===== src/rtl/bin_to_bcd_display_if.sv =====
// rtl/bin_to_bcd_display_if.sv - request/result bundle between a client and bin_to_bcd_display
interface bin_to_bcd_display_if #(
  parameter int BIN_W = 27
) ();
  logic             start;
  logic [BIN_W-1:0] value;
  logic             lzb;
  logic             dp_en;
  logic [2:0]       dp_pos;
  logic             busy;
  logic             done;
  logic             ovf;
  logic [31:0]      digit;
  logic [7:0]       en_digit;
  logic [7:0]       en_dot;

  modport master (
    output start, value, lzb, dp_en, dp_pos,
    input  busy, done, ovf, digit, en_digit, en_dot
  );

  modport slave (
    input  start, value, lzb, dp_en, dp_pos,
    output busy, done, ovf, digit, en_digit, en_dot
  );
endinterface


===== src/rtl/bin_to_bcd_display.sv =====
// rtl/bin_to_bcd_display.sv - sequential double-dabble binary-to-BCD converter with display masks
module bin_to_bcd_display #(
  parameter int BIN_W = 27,
  parameter int NDIG  = 8
) (
  input  logic                clk,
  input  logic                rst,
  bin_to_bcd_display_if.slave bus
);

  localparam int                 DIG_W   = 4 * NDIG;
  localparam int                 CNT_W   = $clog2(BIN_W + 1);
  localparam int                 SH_W    = DIG_W + BIN_W;
  localparam logic [BIN_W-1:0]   MAX_VAL = BIN_W'(99_999_999);
  localparam logic [DIG_W-1:0]   SAT_BCD = {NDIG{4'h9}};

  typedef enum logic [1:0] {
    S_IDLE = 2'd0,
    S_CONV = 2'd1,
    S_FIN  = 2'd2
  } state_t;

  state_t             state_q, state_d;

  // conversion working set
  logic [BIN_W-1:0]   bin_q, bin_d;
  logic [DIG_W-1:0]   bcd_q, bcd_d;
  logic [CNT_W-1:0]   cnt_q, cnt_d;
  logic               lzb_q, lzb_d;
  logic               dp_en_q, dp_en_d;
  logic [2:0]         dp_pos_q, dp_pos_d;
  logic               sat_q, sat_d;

  // visible result, only rewritten on the FIN edge
  logic [DIG_W-1:0]   digit_q, digit_d;
  logic [7:0]         en_digit_q, en_digit_d;
  logic [7:0]         en_dot_q, en_dot_d;
  logic               ovf_q, ovf_d;
  logic               done_q, done_d;

  logic [DIG_W-1:0]   bcd_adj;
  logic [SH_W-1:0]    shifted;
  logic [DIG_W-1:0]   res_digits;
  logic [2:0]         top_idx;
  logic [7:0]         blank_mask;
  logic [7:0]         en_digit_res;
  logic [7:0]         en_dot_res;

  // state register
  always_ff @(posedge clk or negedge rst) begin
    if (!rst) begin
      state_q <= S_IDLE;
    end else begin
      state_q <= state_d;
    end
  end

  // next-state: IDLE waits for start, CONV runs BIN_W shifts, FIN lasts one cycle
  always_comb begin
    state_d = state_q;
    case (state_q)
      S_IDLE:  if (bus.start) state_d = S_CONV;
      S_CONV:  if (cnt_q == CNT_W'(1)) state_d = S_FIN;
      S_FIN:   state_d = S_IDLE;
      default: state_d = S_IDLE;
    endcase
  end

  // add-3 correction on every nibble that would overflow past 9 after doubling
  always_comb begin
    bcd_adj = bcd_q;
    for (int i = 0; i < NDIG; i++) begin
      if (bcd_q[4*i +: 4] >= 4'd5) begin
        bcd_adj[4*i +: 4] = bcd_q[4*i +: 4] + 4'd3;
      end
    end
    shifted = {bcd_adj, bin_q} << 1;
  end

  // display masks derived from the finished (possibly saturated) digits
  always_comb begin
    res_digits = sat_q ? SAT_BCD : bcd_q;
    top_idx    = 3'd0;
    for (int i = 0; i < 8; i++) begin
      if (res_digits[4*i +: 4] != 4'h0) top_idx = 3'(i);
    end
    if (dp_en_q && (dp_pos_q > top_idx)) top_idx = dp_pos_q;
    for (int i = 0; i < 8; i++) begin
      blank_mask[i] = (3'(i) <= top_idx);
    end
    en_digit_res = lzb_q ? blank_mask : 8'hFF;
    en_dot_res   = dp_en_q ? (8'h01 << dp_pos_q) : 8'h00;
  end

  // datapath next values: latch on accept, shift in CONV, publish in FIN
  always_comb begin
    bin_d      = bin_q;
    bcd_d      = bcd_q;
    cnt_d      = cnt_q;
    lzb_d      = lzb_q;
    dp_en_d    = dp_en_q;
    dp_pos_d   = dp_pos_q;
    sat_d      = sat_q;
    digit_d    = digit_q;
    en_digit_d = en_digit_q;
    en_dot_d   = en_dot_q;
    ovf_d      = ovf_q;
    done_d     = 1'b0;
    case (state_q)
      S_IDLE: begin
        if (bus.start) begin
          bin_d    = bus.value;
          bcd_d    = '0;
          cnt_d    = CNT_W'(BIN_W);
          lzb_d    = bus.lzb;
          dp_en_d  = bus.dp_en;
          dp_pos_d = bus.dp_pos;
          sat_d    = (bus.value > MAX_VAL);
        end
      end
      S_CONV: begin
        bcd_d = shifted[SH_W-1:BIN_W];
        bin_d = shifted[BIN_W-1:0];
        cnt_d = cnt_q - CNT_W'(1);
      end
      S_FIN: begin
        digit_d    = res_digits;
        en_digit_d = en_digit_res;
        en_dot_d   = en_dot_res;
        ovf_d      = sat_q;
        done_d     = 1'b1;
      end
      default: ;
    endcase
  end

  // datapath and result registers
  always_ff @(posedge clk or negedge rst) begin
    if (!rst) begin
      bin_q      <= '0;
      bcd_q      <= '0;
      cnt_q      <= '0;
      lzb_q      <= 1'b0;
      dp_en_q    <= 1'b0;
      dp_pos_q   <= 3'd0;
      sat_q      <= 1'b0;
      digit_q    <= '0;
      en_digit_q <= 8'h01;
      en_dot_q   <= 8'h00;
      ovf_q      <= 1'b0;
      done_q     <= 1'b0;
    end else begin
      bin_q      <= bin_d;
      bcd_q      <= bcd_d;
      cnt_q      <= cnt_d;
      lzb_q      <= lzb_d;
      dp_en_q    <= dp_en_d;
      dp_pos_q   <= dp_pos_d;
      sat_q      <= sat_d;
      digit_q    <= digit_d;
      en_digit_q <= en_digit_d;
      en_dot_q   <= en_dot_d;
      ovf_q      <= ovf_d;
      done_q     <= done_d;
    end
  end

  // outputs: busy covers CONV and FIN, everything else is registered
  always_comb begin
    bus.busy     = (state_q != S_IDLE);
    bus.done     = done_q;
    bus.ovf      = ovf_q;
    bus.digit    = digit_q;
    bus.en_digit = en_digit_q;
    bus.en_dot   = en_dot_q;
  end

endmodule


===== src/flat_wrapper.sv =====
// flat-port wrapper written by rule: the top's interface ports become plain ports
module bin_to_bcd_display_flat 
#(
  parameter int BIN_W = 27,
  parameter int NDIG  = 8
)
  (clk, rst, bus_start, bus_value, bus_lzb, bus_dp_en, bus_dp_pos, bus_busy, bus_done, bus_ovf, bus_digit, bus_en_digit, bus_en_dot);
  bin_to_bcd_display_if #(.BIN_W(BIN_W)) bus_i ();
  input  logic clk;
  input  logic rst;
  input wire logic [$bits(bus_i.start)-1:0] bus_start;
  input wire logic [$bits(bus_i.value)-1:0] bus_value;
  input wire logic [$bits(bus_i.lzb)-1:0] bus_lzb;
  input wire logic [$bits(bus_i.dp_en)-1:0] bus_dp_en;
  input wire logic [$bits(bus_i.dp_pos)-1:0] bus_dp_pos;
  output wire logic [$bits(bus_i.busy)-1:0] bus_busy;
  output wire logic [$bits(bus_i.done)-1:0] bus_done;
  output wire logic [$bits(bus_i.ovf)-1:0] bus_ovf;
  output wire logic [$bits(bus_i.digit)-1:0] bus_digit;
  output wire logic [$bits(bus_i.en_digit)-1:0] bus_en_digit;
  output wire logic [$bits(bus_i.en_dot)-1:0] bus_en_dot;
  assign bus_i.start = bus_start;
  assign bus_i.value = bus_value;
  assign bus_i.lzb = bus_lzb;
  assign bus_i.dp_en = bus_dp_en;
  assign bus_i.dp_pos = bus_dp_pos;
  assign bus_busy = bus_i.busy;
  assign bus_done = bus_i.done;
  assign bus_ovf = bus_i.ovf;
  assign bus_digit = bus_i.digit;
  assign bus_en_digit = bus_i.en_digit;
  assign bus_en_dot = bus_i.en_dot;
  bin_to_bcd_display #(.BIN_W(BIN_W), .NDIG(NDIG)) u_core (.clk(clk), .rst(rst), .bus(bus_i));
endmodule

===== config.mk =====
export PLATFORM = sky130hd
export DESIGN_NAME = bin_to_bcd_display_flat
export DESIGN_NICKNAME = d
export VERILOG_FILES = /design/src/rtl/bin_to_bcd_display_if.sv /design/src/rtl/bin_to_bcd_display.sv /design/src/flat_wrapper.sv
export SDC_FILE = /design/constraint.sdc
export NUM_CORES = 1
export LEC_CHECK = 0
export ABC_AREA = 1
export ABC_CLOCK_PERIOD_IN_PS = 5200
export BUFFER_PORTS_ARGS = -buffer_cell sky130_fd_sc_hd__buf_2
export CAP_MARGIN = 25
export CORE_ASPECT_RATIO = 0.8
export CORE_UTILIZATION = 58
export DETAILED_ROUTE_END_ITERATION = 6
export GPL_ROUTABILITY_DRIVEN = 1
export HOLD_SLACK_MARGIN = 0.05
export PLACE_DENSITY_LB_ADDON = 0.3
export SLEW_MARGIN = 10
export SYNTH_ARGS = -nofsm -noshare
export SYNTH_HDL_FRONTEND = slang
export SYNTH_SLANG_ARGS = --single-unit

===== constraint.sdc =====
create_clock -name clk -period 5.2 [get_ports clk]
set_input_delay 0.52 -clock clk [delete_from_list [all_inputs] [get_ports clk]]
set_output_delay 0.52 -clock clk [all_outputs]
set_load 0.02 [all_outputs]

==> impl_table.tex <==
\begin{tabular}{lr}
\hline
Metric & Value \\
\hline
\multicolumn{2}{l}{\textbf{Routing}} \\
Routed wire length & 14300 µm \\
Drt via density & 5.57 \\
Total iterations of the first detailed-routing run & 5 \\
Starting DRT DRC Count & 584 \\
Vias after detailed routing & 5080 \\
Routed wire length per instance & 15.7 µm \\
Remaining antenna violation count & 0 \\
Count of unresolved DRC violations after routing & 0 \\
\multicolumn{2}{l}{\textbf{Power and ir drop}} \\
P per Cell Area & 635 mW/mm² \\
IR Drop Worst-Case VDD & 300 µV \\
Leakage & 3.59 nW \\
\multicolumn{2}{l}{\textbf{Global routing}} \\
Tot GR Track Use & 29.0\% \\
Antenna violations before repair & 0 \\
Global route total overflow & 0 \\
First-pass GRT wire length & 23500 µm \\
Via count of the first global-routing pass & 4855 \\
Pin count of the biggest net entering global routing & 71 \\
\multicolumn{2}{l}{\textbf{Synthesis}} \\
Number of unique standard cell types used by synthesis & 36 \\
Yosys Warn Count & 0 \\
Dominant register cell in the synthesized netlist & sky130\_fd\_sc\_hd\_\_dfrtp\_1 \\
Number of enable-type register cells in the synthesized netlist & 0 \\
Number of instances in the synthesized netlist & 681 \\
Share of Yosys cell area claimed by the top area cell type & 51.4\% \\
Cell types with the largest area share after synthesis & sky130\_fd\_sc\_hd\_\_dfrtp\_1, sky130\_fd\_sc\_hd\_\_nand2\_1, sky130\_fd\_sc\_hd\_\_o21ai\_0 \\
Total standard cell area after synthesis & 0.00589 mm² \\
Per-instance average area after synthesis & 8.65 µm² \\
Register bit count reported by yosys & 122 \\
Post-synthesis net count & 736 \\
Share of synthesized area occupied by flip-flops and latches & 51.8\% \\
Asr flop ratio synth & 100\% \\
Top cell type by total area after synthesis & sky130\_fd\_sc\_hd\_\_dfrtp\_1 \\
\multicolumn{2}{l}{\textbf{Floorplanning}} \\
Core ar. & 0.00977 mm² \\
Starting density of the core & 60.3\% \\
Die outline area & 0.0106 mm² \\
Top-level I/O count & 86 \\
Site Rows & 32 \\
Die boundary width & 115 µm \\
Die H & 92.1 µm \\
\multicolumn{2}{l}{\textbf{Final layout}} \\
Finished Layout Cells & 912 \\
Register Area & 0.00305 mm² \\
Area added between synthesis and finish & 18.7\% \\
Count of antenna diodes in the layout & 0 \\
Layout filler cell count & 734 \\
Fraction of final layout cells with drive strength greater than 1 & 21.4\% \\
Area of the multi-input gates & 0.00238 mm² \\
Final layout net count & 819 \\
\multicolumn{2}{l}{\textbf{Placed design}} \\
Number of buffer cells added on primary ports & 85 \\
Inst Count DP & 881 \\
Estimated wirelength of the detail-placed design & 9280 µm \\
Final Wtd Congestion & 0.910 \\
\multicolumn{2}{l}{\textbf{Setup path}} \\
Cells along the critical path & inv\_2, nand2\_1, inv\_2, nor2\_1, buf\_4, inv\_2, o21ai\_0 \\
Crit-path slowest cell & sky130\_fd\_sc\_hd\_\_inv\_2 \\
Data required time of the critical path & 5.45 ns \\
Classification of the worst setup path & register to register \\
Cell type with the highest occurrence count on the critical path & sky130\_fd\_sc\_hd\_\_inv\_2 \\
Crit path max-delay family & buffers and inverters \\
Buffer and inverter count on the worst path & 4 \\
Largest fanout on the critical path & 52 \\
Arrival time at the worst endpoint & 3.20 ns \\
Endpoint type of the worst setup path & register \\
Highest cell delay on the worst timing path & 0.82 ns \\
Startpoint types & register \\
\multicolumn{2}{l}{\textbf{Hold path}} \\
Worst Hold Class & input pin to asynchronous set/reset pin \\
\multicolumn{2}{l}{\textbf{Clocking}} \\
Clock buffer count from CTS & 17 \\
Count of clock tree sinks & 122 \\
Total number of H-tree levels & 4 \\
Hold\_buf cts & 0 \\
Setup bufs post-CTS & 0 \\
Clock-pin transition on the worst setup and hold timing paths & 0.05 ns \\
Root Buffer Master & sky130\_fd\_sc\_hd\_\_clkbuf\_16 \\
Latest clock arrival within the worst-skew pair & 0.42 ns \\
Clock buffer depth & 2 \\
TritonCTS clock tree & yes \\
Resized Gates After CTS & 0 \\
\multicolumn{2}{l}{\textbf{STA}} \\
Number of pins exceeding their max-slew limit in the final report & 0 \\
Total Negative Setup Slacks & 0 ns \\
Normalized max-slew margin & 41.0\% \\
Number of hold violations in the final report & 0 \\
Timing-limited maximum frequency & 340 MHz \\
Period utilisation layout & 56.6\% \\
Post-Route Hold Slack & 0.242 ns \\
Unrepaired setup endpoints after global routing & false \\
Minimum period implied by the final worst setup slack & 2.94 ns \\
Number of setup violations in the final report & 0 \\
Slew at the pin closest to its max-slew limit & 0.884 ns \\
Maximum clock skew at final layout & 0.0105 ns \\
\multicolumn{2}{l}{\textbf{Job}} \\
\# Max-Cap Violations & 0 \\
\multicolumn{2}{l}{\textbf{Status}} \\
Outcome & completed \\
\hline
\end{tabular}
## power breakdown
| group | internal (W) | switching (W) |
|---|---|---|
| Combinational | 0.000590 | 0.00115 |
| Sequential | 0.00130 | 0.000252 |
| Clock | 0.000722 | 0.000424 |
| Total | 0.00261 | 0.00182 |
## layout by cell type, fill, tap and decap left out, drive strengths merged
master and n:
o32ai 7, nor4 3, nand3 41, mux2i 1
bufinv 2, ha 20, or2 2, clkinv 4
clkinvlp 6, nor3 1, o21bai 1, inv 94
buf 88, o22ai 10, a221oi 1, dfrtp 121
clkbuf 19, nand4 7, a22oi 21, nand2 154
nor2 60, a21oi 12, dfstp 1, nand3b 2
o221ai 6, a31oi 3, o21ai 82, xor2 7
## Yosys cell counts (2+ instances only)
cell type,number
sky130_fd_sc_hd__nand3_1,37
sky130_fd_sc_hd__o22ai_1,10
sky130_fd_sc_hd__a31oi_1,3
sky130_fd_sc_hd__nand3b_1,2
sky130_fd_sc_hd__o32ai_1,7
sky130_fd_sc_hd__nand2_4,2
sky130_fd_sc_hd__nand3_2,4
sky130_fd_sc_hd__inv_4,2
sky130_fd_sc_hd__o21ai_1,6
sky130_fd_sc_hd__a21oi_1,12
sky130_fd_sc_hd__inv_1,77
sky130_fd_sc_hd__nor2_4,3
sky130_fd_sc_hd__nand4_2,3
sky130_fd_sc_hd__xor2_1,7
sky130_fd_sc_hd__nor2_1,49
sky130_fd_sc_hd__clkbuf_1,22
sky130_fd_sc_hd__nand4_1,4
sky130_fd_sc_hd__a22oi_1,21
sky130_fd_sc_hd__nor2_2,8
sky130_fd_sc_hd__inv_2,15
sky130_fd_sc_hd__ha_1,20
sky130_fd_sc_hd__nand2_1,146
sky130_fd_sc_hd__nor4_1,3
sky130_fd_sc_hd__o221ai_1,6
sky130_fd_sc_hd__dfrtp_1,121
sky130_fd_sc_hd__nand2_2,6
sky130_fd_sc_hd__o21ai_0,76
## area by class of cell
type	count	area share [%]
clock buffer	19	6.48
clock inverter	12	1.79
inverter	94	5.12
multi-input combinational	441	34.1
sequential	122	43.7
tap	136	2.43
timing repair buffer	88	6.44
## logic make-up (layout without fill, tap and decap cells)
group	count (synthesis)	count (layout)	synth area share, %
buffers and inverters	118	213	7.75
AND/OR/NAND/NOR	270	270	20.6
flip-flops	122	122	51.8
AO/OA/AOI/OAI	143	143	14.3
adder cells (fa/ha/maj)	20	20	4.25
XOR/XNOR	7	7	1.04
multiplexers	1	1	0.170
## worst register-to-register path: stages (launching register included)
cell,delay (ns)
sky130_fd_sc_hd__dfrtp_1,0.39
sky130_fd_sc_hd__inv_2,0.07
sky130_fd_sc_hd__nand2_1,0.36
sky130_fd_sc_hd__inv_2,0.82
sky130_fd_sc_hd__nor2_1,0.13
sky130_fd_sc_hd__buf_4,0.26
sky130_fd_sc_hd__inv_2,0.52
sky130_fd_sc_hd__o21ai_0,0.24
## final timing paths
kind / startpoint / endpoint / slack [ns] / depth (start not counted)
worst max-delay path: u_core.state_q[1] / u_core.bin_q[24] / 2.26 / 7
worst min register to register: u_core.bus.en_dot[7] / u_core.bus.en_dot[7] / 0.48 / 2
worst min-delay path: rst / u_core.bus.en_digit[5] / 0.24 / 1
max in group asynchronous: rst / u_core.bus.digit[24] / 3.75 / 2
min in group clk: bus_dp_en / u_core.dp_en_q / 0.30 / 3
worst max register to register: u_core.state_q[1] / u_core.bin_q[24] / 2.26 / 7
## metal layers
layer / routed length [µm] / track usage [%] / vias up
met4: 203 / 9.42 / 0
met3: 941 / 6.48 / 23
met2: 6690 / 45.3 / 205
met1: 6480 / 40.4 / 2449
met5: 0 / 0 / -
li1: - / - / 2403
## metrics by stage
stage / power, W / cell area (µm²) / setup WS, ns / util [%]
finish: 0.00444 / 6990 / 2.26 / 71.6
floorplan: 0.00279 / 5890 / 3.01 / -
CTS: 0.00443 / 6990 / 2.32 / 71.6
global placement: 0.00313 / 6410 / 2.47 / 65.7
detailed placement: 0.00324 / 6410 / 2.37 / 65.7
global route: 0.00475 / 6990 / 2.14 / 71.6
## sequential cells by signal, summed over array words and instances, names as in the netlist
signal and count:
u_core.bus.en_digit 8, u_core.sat_q 1, u_core.bus.ovf 1, u_core.bin_q 27, u_core.dp_pos_q 3, u_core.bus.digit 32, u_core.state_q 2, u_core.bus.en_dot 8
u_core.bus.done 1, u_core.dp_en_q 1, u_core.cnt_q 5, u_core.lzb_q 1, u_core.bcd_q 32
Note: power is estimated with default switching activity, not from simulation.
